===== src/rtl/common_stream_fifo_ctrl_if.sv =====
`default_nettype none
// ============================================================================
// Module   : common_stream_fifo_ctrl_if
// Purpose  : Bundles the stream handshakes and the RAM port of the streaming
//            FIFO controller into one interface.
// Signals  : s_valid/s_ready/s_data       - producer stream into the FIFO
//            m_valid/m_ready/m_data       - consumer stream out of the FIFO
//            count                        - words held (RAM + in flight + skid)
//            ram_we/ram_waddr/ram_wdata   - write port of the attached RAM
//            ram_re/ram_raddr/ram_rdata   - read port of the attached RAM
// Modports : slave  - the FIFO controller itself
//            master - its surroundings (producer, consumer and RAM)
// Revision : 1.0 - initial release
// ============================================================================
interface common_stream_fifo_ctrl_if #(
  parameter int DATA_WIDTH = 8,
  parameter int ADDR_WIDTH = 9
);
  logic                  s_valid;
  logic                  s_ready;
  logic [DATA_WIDTH-1:0] s_data;
  logic                  m_valid;
  logic                  m_ready;
  logic [DATA_WIDTH-1:0] m_data;
  logic [ADDR_WIDTH+1:0] count;
  logic                  ram_we;
  logic [ADDR_WIDTH-1:0] ram_waddr;
  logic [DATA_WIDTH-1:0] ram_wdata;
  logic                  ram_re;
  logic [ADDR_WIDTH-1:0] ram_raddr;
  logic [DATA_WIDTH-1:0] ram_rdata;

  modport slave (
    input  s_valid, s_data, m_ready, ram_rdata,
    output s_ready, m_valid, m_data, count,
           ram_we, ram_waddr, ram_wdata, ram_re, ram_raddr
  );

  modport master (
    output s_valid, s_data, m_ready, ram_rdata,
    input  s_ready, m_valid, m_data, count,
           ram_we, ram_waddr, ram_wdata, ram_re, ram_raddr
  );
endinterface
`default_nettype wire


===== src/rtl/common_stream_fifo_ctrl.sv =====
`default_nettype none
// ============================================================================
// Module   : common_stream_fifo_ctrl
// Purpose  : Single-clock streaming FIFO controller wrapped around a simple
//            dual-port RAM. Accepted input words are written to the RAM, reads
//            are issued ahead of demand, and returning read data lands in a
//            small register skid buffer so the consumer sees a registered
//            valid/ready stream at one word per cycle.
// Ports    : clk  - clock for this block and the attached RAM
//            rstn - synchronous, active-low reset
//            bus  - stream handshakes, count and RAM port (slave modport)
// Params   : DATA_WIDTH  - word width
//            ADDR_WIDTH  - RAM address width, depth = 2**ADDR_WIDTH
//            RAM_LATENCY - RAM read latency, 1 or 2 cycles
// Revision : 1.0 - initial release
// ============================================================================
module common_stream_fifo_ctrl #(
  parameter int DATA_WIDTH  = 8,
  parameter int ADDR_WIDTH  = 9,
  parameter int RAM_LATENCY = 2
) (
  input  wire logic                clk,
  input  wire logic                rstn,
  common_stream_fifo_ctrl_if.slave bus
);

  // Skid holds every read that can be outstanding plus the word on display.
  localparam int c_skid_depth = RAM_LATENCY + 1;
  localparam int c_scw        = $clog2(c_skid_depth + 1);
  // Storage rounded to a power of two so the push index addresses it exactly;
  // slots at or above c_skid_depth are never written.
  localparam int c_skid_slots = 2 ** c_scw;
  localparam logic [ADDR_WIDTH:0] c_depth    = {1'b1, {ADDR_WIDTH{1'b0}}};
  localparam logic [c_scw:0]      c_skid_lim = (c_scw + 1)'(c_skid_depth);

  logic [ADDR_WIDTH-1:0]  r_wptr;
  logic [ADDR_WIDTH-1:0]  r_rptr;
  logic [ADDR_WIDTH:0]    r_ram_count;
  logic [RAM_LATENCY-1:0] r_inflight;
  logic [c_scw-1:0]       r_skid_count;
  logic [DATA_WIDTH-1:0]  r_skid [c_skid_slots];
  logic                   r_m_valid;
  logic [ADDR_WIDTH+1:0]  r_count;

  logic                   w_s_ready;
  logic                   w_wr;
  logic                   w_pop;
  logic                   w_push;
  logic                   w_has_credit;
  logic                   w_re;
  logic [c_scw-1:0]       w_inflight_n;
  logic [c_scw-1:0]       w_inflight_nxt_n;
  logic [c_scw-1:0]       w_skid_count_nxt;
  logic [c_scw-1:0]       w_push_idx;
  logic [RAM_LATENCY-1:0] w_inflight_nxt;
  logic [ADDR_WIDTH:0]    w_ram_count_nxt;

  function automatic logic [c_scw-1:0] f_ones(input logic [RAM_LATENCY-1:0] v);
    logic [c_scw-1:0] n;
    n = '0;
    for (int i = 0; i < RAM_LATENCY; i++) begin
      n = n + c_scw'(v[i]);
    end
    return n;
  endfunction

  always_comb begin
    // Full is judged on registered occupancy only: a read issued this cycle
    // does not make room for a write in the same cycle.
    w_s_ready    = rstn & (r_ram_count < c_depth);
    w_wr         = bus.s_valid & w_s_ready;
    w_pop        = r_m_valid & bus.m_ready;
    w_push       = r_inflight[RAM_LATENCY-1];
    w_inflight_n = f_ones(r_inflight);
    // A read may be issued while the skid plus outstanding reads leave a free
    // slot, or when a pop this cycle frees one.
    w_has_credit = ({1'b0, w_inflight_n} + {1'b0, r_skid_count}) < c_skid_lim;
    w_re         = rstn & (r_ram_count != '0) & (w_has_credit | w_pop);

    w_inflight_nxt   = RAM_LATENCY'({r_inflight, w_re});
    w_inflight_nxt_n = f_ones(w_inflight_nxt);
    w_skid_count_nxt = r_skid_count + c_scw'(w_push) - c_scw'(w_pop);
    // Returning data goes behind the words that remain after this cycle's pop.
    w_push_idx       = r_skid_count - c_scw'(w_pop);
    w_ram_count_nxt  = r_ram_count + (ADDR_WIDTH + 1)'(w_wr) - (ADDR_WIDTH + 1)'(w_re);
  end

  always_ff @(posedge clk) begin
    if (!rstn) begin
      r_wptr       <= '0;
      r_rptr       <= '0;
      r_ram_count  <= '0;
      r_inflight   <= '0;
      r_skid_count <= '0;
      r_m_valid    <= 1'b0;
      r_count      <= '0;
    end else begin
      if (w_wr) r_wptr <= r_wptr + ADDR_WIDTH'(1);
      if (w_re) r_rptr <= r_rptr + ADDR_WIDTH'(1);
      r_ram_count  <= w_ram_count_nxt;
      r_inflight   <= w_inflight_nxt;
      r_skid_count <= w_skid_count_nxt;
      r_m_valid    <= (w_skid_count_nxt != '0);
      r_count      <= (ADDR_WIDTH + 2)'(w_ram_count_nxt)
                    + (ADDR_WIDTH + 2)'(w_inflight_nxt_n)
                    + (ADDR_WIDTH + 2)'(w_skid_count_nxt);
    end
  end

  // Skid storage: entry 0 is the head. A pop shifts everything down; a push
  // written later in the block takes priority over the shift at its slot.
  always_ff @(posedge clk) begin
    if (w_pop) begin
      for (int i = 0; i < c_skid_depth - 1; i++) begin
        r_skid[i] <= r_skid[i+1];
      end
    end
    if (w_push) begin
      r_skid[w_push_idx] <= bus.ram_rdata;
    end
  end

  assign bus.s_ready   = w_s_ready;
  assign bus.m_valid   = r_m_valid;
  assign bus.m_data    = r_skid[0];
  assign bus.count     = r_count;
  assign bus.ram_we    = w_wr;
  assign bus.ram_waddr = r_wptr;
  assign bus.ram_wdata = bus.s_data;
  assign bus.ram_re    = w_re;
  assign bus.ram_raddr = r_rptr;

endmodule
`default_nettype wire


===== src/flat_wrapper.sv =====
// flat-port wrapper written by rule: the top's interface ports become plain ports
module common_stream_fifo_ctrl_flat 
#(
  parameter int DATA_WIDTH  = 8,
  parameter int ADDR_WIDTH  = 9,
  parameter int RAM_LATENCY = 2
)
  (clk, rstn, bus_s_valid, bus_s_data, bus_m_ready, bus_ram_rdata, bus_s_ready, bus_m_valid, bus_m_data, bus_count, bus_ram_we, bus_ram_waddr, bus_ram_wdata, bus_ram_re, bus_ram_raddr);
  common_stream_fifo_ctrl_if #(.DATA_WIDTH(DATA_WIDTH), .ADDR_WIDTH(ADDR_WIDTH)) bus_i ();
  input  wire logic clk;
  input  wire logic rstn;
  input wire logic [$bits(bus_i.s_valid)-1:0] bus_s_valid;
  input wire logic [$bits(bus_i.s_data)-1:0] bus_s_data;
  input wire logic [$bits(bus_i.m_ready)-1:0] bus_m_ready;
  input wire logic [$bits(bus_i.ram_rdata)-1:0] bus_ram_rdata;
  output wire logic [$bits(bus_i.s_ready)-1:0] bus_s_ready;
  output wire logic [$bits(bus_i.m_valid)-1:0] bus_m_valid;
  output wire logic [$bits(bus_i.m_data)-1:0] bus_m_data;
  output wire logic [$bits(bus_i.count)-1:0] bus_count;
  output wire logic [$bits(bus_i.ram_we)-1:0] bus_ram_we;
  output wire logic [$bits(bus_i.ram_waddr)-1:0] bus_ram_waddr;
  output wire logic [$bits(bus_i.ram_wdata)-1:0] bus_ram_wdata;
  output wire logic [$bits(bus_i.ram_re)-1:0] bus_ram_re;
  output wire logic [$bits(bus_i.ram_raddr)-1:0] bus_ram_raddr;
  assign bus_i.s_valid = bus_s_valid;
  assign bus_i.s_data = bus_s_data;
  assign bus_i.m_ready = bus_m_ready;
  assign bus_i.ram_rdata = bus_ram_rdata;
  assign bus_s_ready = bus_i.s_ready;
  assign bus_m_valid = bus_i.m_valid;
  assign bus_m_data = bus_i.m_data;
  assign bus_count = bus_i.count;
  assign bus_ram_we = bus_i.ram_we;
  assign bus_ram_waddr = bus_i.ram_waddr;
  assign bus_ram_wdata = bus_i.ram_wdata;
  assign bus_ram_re = bus_i.ram_re;
  assign bus_ram_raddr = bus_i.ram_raddr;
  common_stream_fifo_ctrl #(.DATA_WIDTH(DATA_WIDTH), .ADDR_WIDTH(ADDR_WIDTH), .RAM_LATENCY(RAM_LATENCY)) u_core (.clk(clk), .rstn(rstn), .bus(bus_i));
endmodule

===== config.mk =====
export PLATFORM = sky130hd
export DESIGN_NAME = common_stream_fifo_ctrl_flat
export DESIGN_NICKNAME = d
export VERILOG_FILES = /design/src/rtl/common_stream_fifo_ctrl_if.sv /design/src/rtl/common_stream_fifo_ctrl.sv /design/src/flat_wrapper.sv
export SDC_FILE = /design/constraint.sdc
export NUM_CORES = 1
export LEC_CHECK = 0
export CORE_UTILIZATION = 35
export CTS_CLUSTER_DIAMETER = 60
export DETAILED_ROUTE_END_ITERATION = 8
export PLACE_DENSITY = 0.68
export SYNTH_ARGS = -nofsm -noshare
export SYNTH_HDL_FRONTEND = slang
export SYNTH_SLANG_ARGS = --single-unit
export TNS_END_PERCENT = 100

===== constraint.sdc =====
create_clock -name clk -period 8.15 [get_ports clk]
set_clock_uncertainty 0.2 [all_clocks]
set_input_delay 1.63 -clock clk [delete_from_list [all_inputs] [get_ports clk]]
set_output_delay 1.63 -clock clk [all_outputs]
set_load 0.005 [all_outputs]

# [Word-level counts from Yosys, hierarchy flattened]
# Memories as Yosys holds them, arrays and structs flattened.
# Index checks and enable logic that the tools add are counted.
[classes] n_lt_le_gt_ge=2 n_addsub=12 n_bitwise=6 mux=4 n_reduce_logical=2
[op_table] cell="$add A9 B1 Y9 const B" count=2
[op_table] cell="$add A10 B2 Y11" count=1
[op_table] cell="$add A11 B2 Y11" count=1
[op_table] cell="$add A10 B1 Y10" count=1
[op_table] cell="$lt A10 B10 Y1 const B" count=1
[op_table] cell="$reduce_bool A10 Y1" count=1
[op_table] cell="$sub A10 B1 Y10" count=1
[op_table] cell="$and A1 B1 Y1" count=5
[op_table] cell="$add A1 B1 Y2" count=2
[op_table] cell="$mux W1" count=4
[op_table] cell="$sub A2 B1 Y2" count=2
[op_table] cell="$add A2 B2 Y3" count=1
[op_table] cell="$lt A3 B2 Y1 const B" count=1
[op_table] cell="$add A2 B1 Y2" count=1
[op_table] cell="$reduce_bool A2 Y1" count=1
[op_table] cell="$or A1 B1 Y1" count=1
[totals] wordCells=34 input_bits=20 ramBits=32 ff_bits=44 output_inout_bits=49 n_memories=1
[memory_table] memory="u_core.r_skid" words=4 width=8 rd=3 rd_ports_with_merged_regs=0 write_ports=3 line="common_stream_fifo_ctrl.sv:41" text="logic [DATA_WIDTH-1:0] r_skid [c_skid_slots];"

# [Logic depth before layout (Yosys ltp)]
# Gate-level depths: netlist (run 1).
[logic_depth] depth_word=8 depth_mapped=19 depth_no_buf=18

# [Worst setup path before layout (run 1)]
# OpenSTA, ideal clock, no wires.
[synth_path] path_kind="input to register" startpoint="in rstn" endpoint="reg u_core.r_count[9] (netlist: u_core.bus.count[9])" required_ps=7827 setup_slack_ps=2491 setup_ps=123 n_path_buf=1 stages=16 arrival_ps=5335 path_cell_list="inv_1 -> nor3_1 -> clkbuf_1 -> ha_1 -> inv_1 -> ha_1 -> inv_1 -> fa_1 -> inv_1 -> ha_1 -> ha_1 -> a21o_1 -> a21oi_1 -> or4_4 -> nor4b_2 -> mux2_1"
[synth_via] word_cells_on_any_way=9 cone_classes="5 x add/sub; 4 x bitwise"
[synth_lines] item="start, declared" line="flat_wrapper.sv:11" text="input wire logic rstn;"
[synth_lines] item="$and A1 B1 Y1 (2 in a row)" line="common_stream_fifo_ctrl.sv:78" text="w_re = rstn & (r_ram_count != '0) & (w_has_credit | w_pop);"
[synth_lines] item="via bus_ram_re" line="flat_wrapper.sv:23" text="output wire logic [$bits(bus_i.ram_re)-1:0] bus_ram_re;"
[synth_lines] item="$sub A10 B1 Y10" line="common_stream_fifo_ctrl.sv:85" text="w_ram_count_nxt = r_ram_count + (ADDR_WIDTH + 1)'(w_wr) - (ADDR_WIDTH + 1)'(w_re);"
[synth_lines] item="via u_core.w_ram_count_nxt[1]" line="common_stream_fifo_ctrl.sv:56" text="logic [ADDR_WIDTH:0] w_ram_count_nxt;"
[synth_lines] item="$add A10 B2 Y11" line="common_stream_fifo_ctrl.sv:105" text="+ (ADDR_WIDTH + 2)'(w_inflight_nxt_n)"
[synth_lines] item="$add A11 B2 Y11" line="common_stream_fifo_ctrl.sv:106" text="+ (ADDR_WIDTH + 2)'(w_skid_count_nxt);"
[synth_lines] item="end signal, assigned" line="common_stream_fifo_ctrl.sv:104" text="r_count <= (ADDR_WIDTH + 2)'(w_ram_count_nxt)"
[synth_lines] item="end, declared" line="common_stream_fifo_ctrl.sv:43" text="logic [ADDR_WIDTH+1:0] r_count;"
# The timed path passes the listed nets, and every way through them passes these cells.
# A chain may end at the register's enable or synchronous reset.

# [Final worst setup path (run 1)]
[layout_path] startpoint="in rstn" endpoint="reg u_core.r_count[9] (netlist: u_core.bus.count[9])"
[layout_via] elab_chain_len=6 word_cells_on_any_way=9 cone_classes="5 x add/sub; 4 x bitwise"
[layout_lines] item="$and A1 B1 Y1" line="common_stream_fifo_ctrl.sv:70" text="w_s_ready = rstn & (r_ram_count < c_depth);"
[layout_lines] item="$and A1 B1 Y1" line="common_stream_fifo_ctrl.sv:71" text="w_wr = bus.s_valid & w_s_ready;"
[layout_lines] item="$add A10 B1 Y10" line="common_stream_fifo_ctrl.sv:85"
[layout_lines] item="$sub A10 B1 Y10 *" line="common_stream_fifo_ctrl.sv:85"
[layout_lines] item="via u_core.w_ram_count_nxt[1]" line="common_stream_fifo_ctrl.sv:56"
[layout_lines] item="$add A10 B2 Y11 *" line="common_stream_fifo_ctrl.sv:105"
[layout_lines] item="$add A11 B2 Y11 *" line="common_stream_fifo_ctrl.sv:106"
# Mark *: on every way through the listed nets, which the timed path passes. The rest lies on a longest branch.

==> results of run 1 <==
## cells by family after synthesis
group	after synthesis	synth area share [%]
adder cells (fa/ha/maj)	28	11.2
flip-flops	68	47.1
AND/OR/NAND/NOR	107	17.4
buffers and inverters	43	5.63
XOR/XNOR	25	6.44
multiplexers	18	5.92
AO/OA/AOI/OAI	35	6.36
## worst min-delay path, cell delays in order, from the launching register on
cell and delay [ns]:
dfxtp_1 0.33, o21ai_0 0.08, a21oi_1 0.06
## worst min-delay path by stage
| stage | slack [ns] | endpoint | from | cells after the start |
|---|---|---|---|---|
| CTS | 0.31 | u_core.bus.ram_waddr[5] | u_core.bus.ram_waddr[5] | 2 |
| floorplan | 0.28 | u_core.bus.ram_waddr[1] | u_core.bus.ram_waddr[1] | 2 |
| detailed placement | 0.30 | u_core.bus.ram_waddr[5] | u_core.bus.ram_waddr[5] | 2 |
| global route | 0.35 | u_core.bus.ram_waddr[5] | u_core.bus.ram_waddr[5] | 2 |
| global placement | 0.28 | u_core.bus.ram_waddr[5] | u_core.bus.ram_waddr[5] | 2 |
| finish | 0.31 | u_core.bus.ram_waddr[5] | u_core.bus.ram_waddr[5] | 2 |
## cells in the mapped netlist, types with 2 or more instances
library cell / instances
nor3b_1: 2
edfxtp_1: 24
nor2_1: 29
nand4_1: 8
or2_2: 3
clkbuf_1: 6
buf_1: 2
nand3_1: 3
inv_1: 27
nor3b_2: 2
o311ai_0: 2
nand2b_1: 4
a21oi_1: 15
o21ai_0: 6
and2_1: 10
ha_1: 24
or3_1: 5
nand3b_1: 2
xnor2_1: 11
fa_1: 4
mux2_2: 16
nand2_1: 15
a21o_1: 3
nor3_1: 9
dfxtp_1: 44
and3_1: 5
buf_4: 8
xor2_1: 14
## power groups by stage
stage / sequential [uW] / combinational (uW) / clock, uW
final: 506 / 979 / 226
after global routing: 516 / 1110 / 247
after CTS: 508 / 988 / 231
after detailed placement: 514 / 982 / 0
after global placement: 511 / 960 / 0
after floorplan: 508 / 706 / 0
## sequential cells by signal (all words and copies together), names as in the netlist
register / cells
u_core.r_skid: 24
u_core.bus.ram_waddr: 9
u_core.bus.m_valid: 1
u_core.bus.ram_raddr: 9
u_core.r_inflight: 2
u_core.r_skid_count: 2
u_core.r_ram_count: 10
u_core.bus.count: 11
## metal layers
| layer | GRT usage [%] | vias up | wire, um | part of all wire, % |
|---|---|---|---|---|
| li1 | - | 1204 | - | - |
| met1 | 16.7 | 1131 | 2930 | 44 |
| met2 | 23.9 | 52 | 3300 | 49 |
| met3 | 3.74 | 13 | 325 | 4.9 |
| met4 | 5.35 | 0 | 114 | 1.7 |
| met5 | 0 | - | 0 | 0 |
## cell type report
type / count / area [um2]
repair buffers: 54 / 536
multi-input cells: 213 / 1610
flip-flops and latches: 68 / 1600
clock buffers: 11 / 131
fillers: 878 / 5170
inverters: 27 / 101
clock inverters: 5 / 21.3
well taps: 129 / 161
## metrics by stage
step	hold slack, ns	cell area, um2	std cells	util [%]
after floorplan	0.281	3400	324	-
after global placement	0.285	4010	491	43.0
after detailed placement	0.301	4010	491	43.0
after CTS	0.313	4160	507	44.6
after global routing	0.353	4160	507	44.6
final	0.308	4160	507	44.6
==> impl_metrics.ini, run 1 <==
[clock_tree]
clk_path_buf_depth = 2
clk_latency_ns = 0.34
clock_sinks = 68
cts_buffers = 9
post-cts-setup-buffer-count = 0
tritoncts = done
clk_pin_slew_ns = 0.06
cts_root_buffer = clkbuf_8
hold_buffers = 0
htreeDepth = 3
cts_resized = 0

[yosys]
synth_ff_type = dfxtp_1
yosysTopAreaCell = dfxtp_1
ys_seq_area_share_pct = 47.1
ys_top_cells_by_area = dfxtp_1 26%, edfxtp_1 21%, ha_1 8.8%
syn_inst = 324
synth-async-reset-ratio_pct = 0
synth_nets = 372
syn_area_per_cell_um2 = 10.5
synth_edf_count = 24
yosysUniqueCellTypes = 49
ys_seq_elements = 68
synth_area_um2 = 3400
synth_top_area_share_pct = 25.9
ys_warn_count = 0

[critical_path]
worstSetupPathType = in -> reg
cp.arrival_ns = 6.18
endpoint = u_core.bus.count[9]
r2r_start = u_core.r_skid_count[0]
worstSetupPathDepth = 18
cpMaxStageDelayCell = clkdlybuf4s50_1
required_ns = 8.17
r2r_end = u_core.bus.count[9]
r2r_slack_ns = 3.09
cp.buffers_inverters = 7
worstSetupStartpointType = input port
crit_chain = clkdlybuf4s50_1 > inv_1 > buf_4 > nor3_1 > buf_4 > ha_1 > inv_1 > ha_1 > inv_1 > fa_1 > inv_1 > ha_1 > ha_1 > a21o_1 > a21oi_1 > or4_4 > nor4b_2 > mux2_1
crit_start = rstn
slowest_delay_ns = 0.69
crit_path_end_kind = flip-flop
crit_family = adder cells
worstPathMaxFanout = 33
ff2ff_path_depth = 19

[timing]
setup_violations = 0
setup_tns_ns = 0
fmax_ghz = 0.162
hold_viol_final = 0
drv_slew = 0
rsz0062_at_grt = false
period_share_pct = 75.5
slew_headroom_pct = 55.0
worstMarginPinSlew_ns = 0.672
timing.final.ws_setup_ns = 1.99
period_minus_slack_ns = 6.16

[detailed_routing]
drt-wirelength-per-cell_um = 13.2
ant_nets = 0
num_vias = 2400
drc = 0
drtPass1Iterations = 4
wirelength_um = 6670
drt_iter0_markers = 64
via_per_inst = 4.73

[flow_run]
drv_cap = 0

[place]
post-place-ws_ns = 1.64
gp_congestion = 0.846
hpwl_um = 5020
portBuffers = 52

[layout]
area_growth_pct = 22.3
layout_common_cells = 52 x clkdlybuf4s50_1, 44 x dfxtp_1, 29 x nor2_1
mostFrequentLayoutCell = clkdlybuf4s50_1
drive_gt1_share_pct = 10.3
diodes = 0
final_nets = 421

[power_and_ir_drop]
leakagePower_uw = 0.00163
swShare_pct = 39.6
power_density_nw_per_um2 = 411
p_comb_share_pct = 57.2
p_seq_share_pct = 29.6
p_sw_uw = 678
pwr-share-clk_pct = 13.2
vdd_drop_max_mv = 0.263
p_total_uw = 1710
internal_power_uw = 1030

[floorplanning]
fp.dieArea_um2 = 10100
row_count = 35
core_um2 = 9330
die_h_um = 101
start_util_pct = 36.5
ioPinCount = 69
die_x_um = 101

[global_route]
grt_pass1_wl_um = 11000
grt_pass1_vias = 2328
grt_use_total_pct = 14.0
grt-ovfl-total = 0
grt_max_degree = 34
antenna_found_initial = 0

[hold_path]
holdCritPathClass = reg -> reg

[status]
status = finished clean
No activity file was read; power rests on OpenSTA's default activity.
==> run 2: changes to the inputs <==
- PLACE_DENSITY: 0.68 -> 0.7
- clock period: 8.15 -> 5.5 ns (I/O delays scaled with it)
==> impl_metrics.ini, run 2 (synthesis results as in run 1) <==
[status]
status = finished clean

[clock_tree]
cts_buffers = 9
clk_path_buf_depth = 2
cts_root_buffer = clkbuf_8
clk_pin_slew_ns = 0.07
tritoncts = done
clock_sinks = 68
post-cts-setup-buffer-count = 0
cts_resized = 0
htreeDepth = 3
hold_buffers = 0
clk_latency_ns = 0.33

[global_route]
grt_use_total_pct = 13.7
grt_pass1_vias = 2309
grt_pass1_wl_um = 10900
grt_max_degree = 33
antenna_found_initial = 0
grt-ovfl-total = 0

[layout]
diodes = 0
drive_gt1_share_pct = 12.1
largest_register_ffs = 24
area_growth_pct = 25.5
final_nets = 424
mostFrequentLayoutCell = clkdlybuf4s50_1
layout_common_cells = 52 x clkdlybuf4s50_1, 44 x dfxtp_1, 29 x nor2_1
design_area_um2 = 4270
regMostFlops = u_core.r_skid

[detailed_routing]
drtPass1Iterations = 4
drt-wirelength-per-cell_um = 12.6
drc = 0
drt_iter0_markers = 73
num_vias = 2376
wirelength_um = 6420
ant_nets = 0
via_per_inst = 4.66

[power_and_ir_drop]
vdd_drop_max_mv = 0.500
p_total_uw = 2670
leakagePower_uw = 0.00168
power_density_nw_per_um2 = 624

[place]
gp_congestion = 0.797
hpwl_um = 4810
post-place-ws_ns = -0.000936
dpl_cell_area_um2 = 4030
portBuffers = 52

[timing]
period_share_pct = 93.6
worstMarginPinSlew_ns = 0.689
setup_tns_ns = 0
hold_viol_final = 0
rsz0062_at_grt = false
timing.final.ws_setup_ns = 0.353
fmax_ghz = 0.194
setup_violations = 0
period_minus_slack_ns = 5.15
slew_headroom_pct = 53.9
drv_slew = 0

[floorplanning]
die_h_um = 101
start_util_pct = 36.5
fp.dieArea_um2 = 10100
die_x_um = 101
row_count = 35
ioPinCount = 69
core_um2 = 9330

[critical_path]
required_ns = 5.52
cp.buffers_inverters = 5
worstPathMaxFanout = 4
crit_family = adder cells
slowest_delay_ns = 0.58
cp.arrival_ns = 5.17
worstSetupStartpointType = input port
crit_path_end_kind = flip-flop
worstSetupPathType = in -> reg
r2r_slack_ns = 0.54
crit_chain = clkdlybuf4s50_1 > nor2b_1 > and2_1 > inv_1 > ha_1 > inv_1 > ha_1 > inv_1 > fa_1 > inv_1 > ha_1 > ha_1 > a21o_1 > a21oi_1 > or4_4 > nor4b_2 > mux2_1
cpMaxStageDelayCell = or4_4

[flow_run]
drv_cap = 0

[hold_path]
holdCritPathClass = reg -> reg
## run 2: area by class of cell
class,instances,area (um2)
repair buffers,57,558
clock buffers,9,124
inverters,27,101
clock inverters,7,115
multi-input cells,213,1610
well taps,129,161
fillers,859,5060
flip-flops and latches,68,1600
## run 2: final timing paths
check / from / endpoint / cells after the start
max: rstn / u_core.bus.count[9] / 17
min: u_core.bus.ram_waddr[5] / u_core.bus.ram_waddr[5] / 2
max reg2reg: u_core.r_skid_count[0] / u_core.bus.count[9] / 18
min reg2reg: u_core.bus.ram_waddr[5] / u_core.bus.ram_waddr[5] / 2
## run 2: metrics by stage
| stage | hold slack [ns] | std cells | util [%] |
|---|---|---|---|
| after global placement | 0.283 | 494 | 43.2 |
| after global routing | 0.341 | 510 | 45.8 |
| after CTS | 0.303 | 510 | 45.8 |
| after floorplan | 0.281 | 324 | - |
| final | 0.299 | 510 | 45.8 |
| after detailed placement | 0.292 | 494 | 43.2 |
## run 2: where the power goes
part / total, uW / internal (uW) / switching [uW]
combinational: 1430 / 688 / 738
clock: 493 / 300 / 193
sequential: 747 / 682 / 64.6
## run 2: worst reg2reg max path: stages, from the launching register on
cell	delay, ns
dfxtp_1	0.34
fa_1	0.42
ha_1	0.28
a21oi_1	0.14
a21oi_1	0.08
nor3_1	0.23
ha_1	0.28
inv_1	0.05
ha_1	0.18
inv_1	0.06
fa_1	0.50
inv_1	0.05
ha_1	0.33
ha_1	0.29
a21o_1	0.10
a21oi_1	0.10
or4_4	0.58
nor4b_2	0.29
mux2_1	0.33
## run 2: per-layer routing
metal  global-route usage, %  vias to the layer above  share of wire (%)
met3                    3.19                       13                3.6
met5                       0                        -                  0
met2                    23.0                       37                 48
li1                        -                     1212                  -
met1                    17.2                     1114                 47
met4                    4.68                        0                1.5
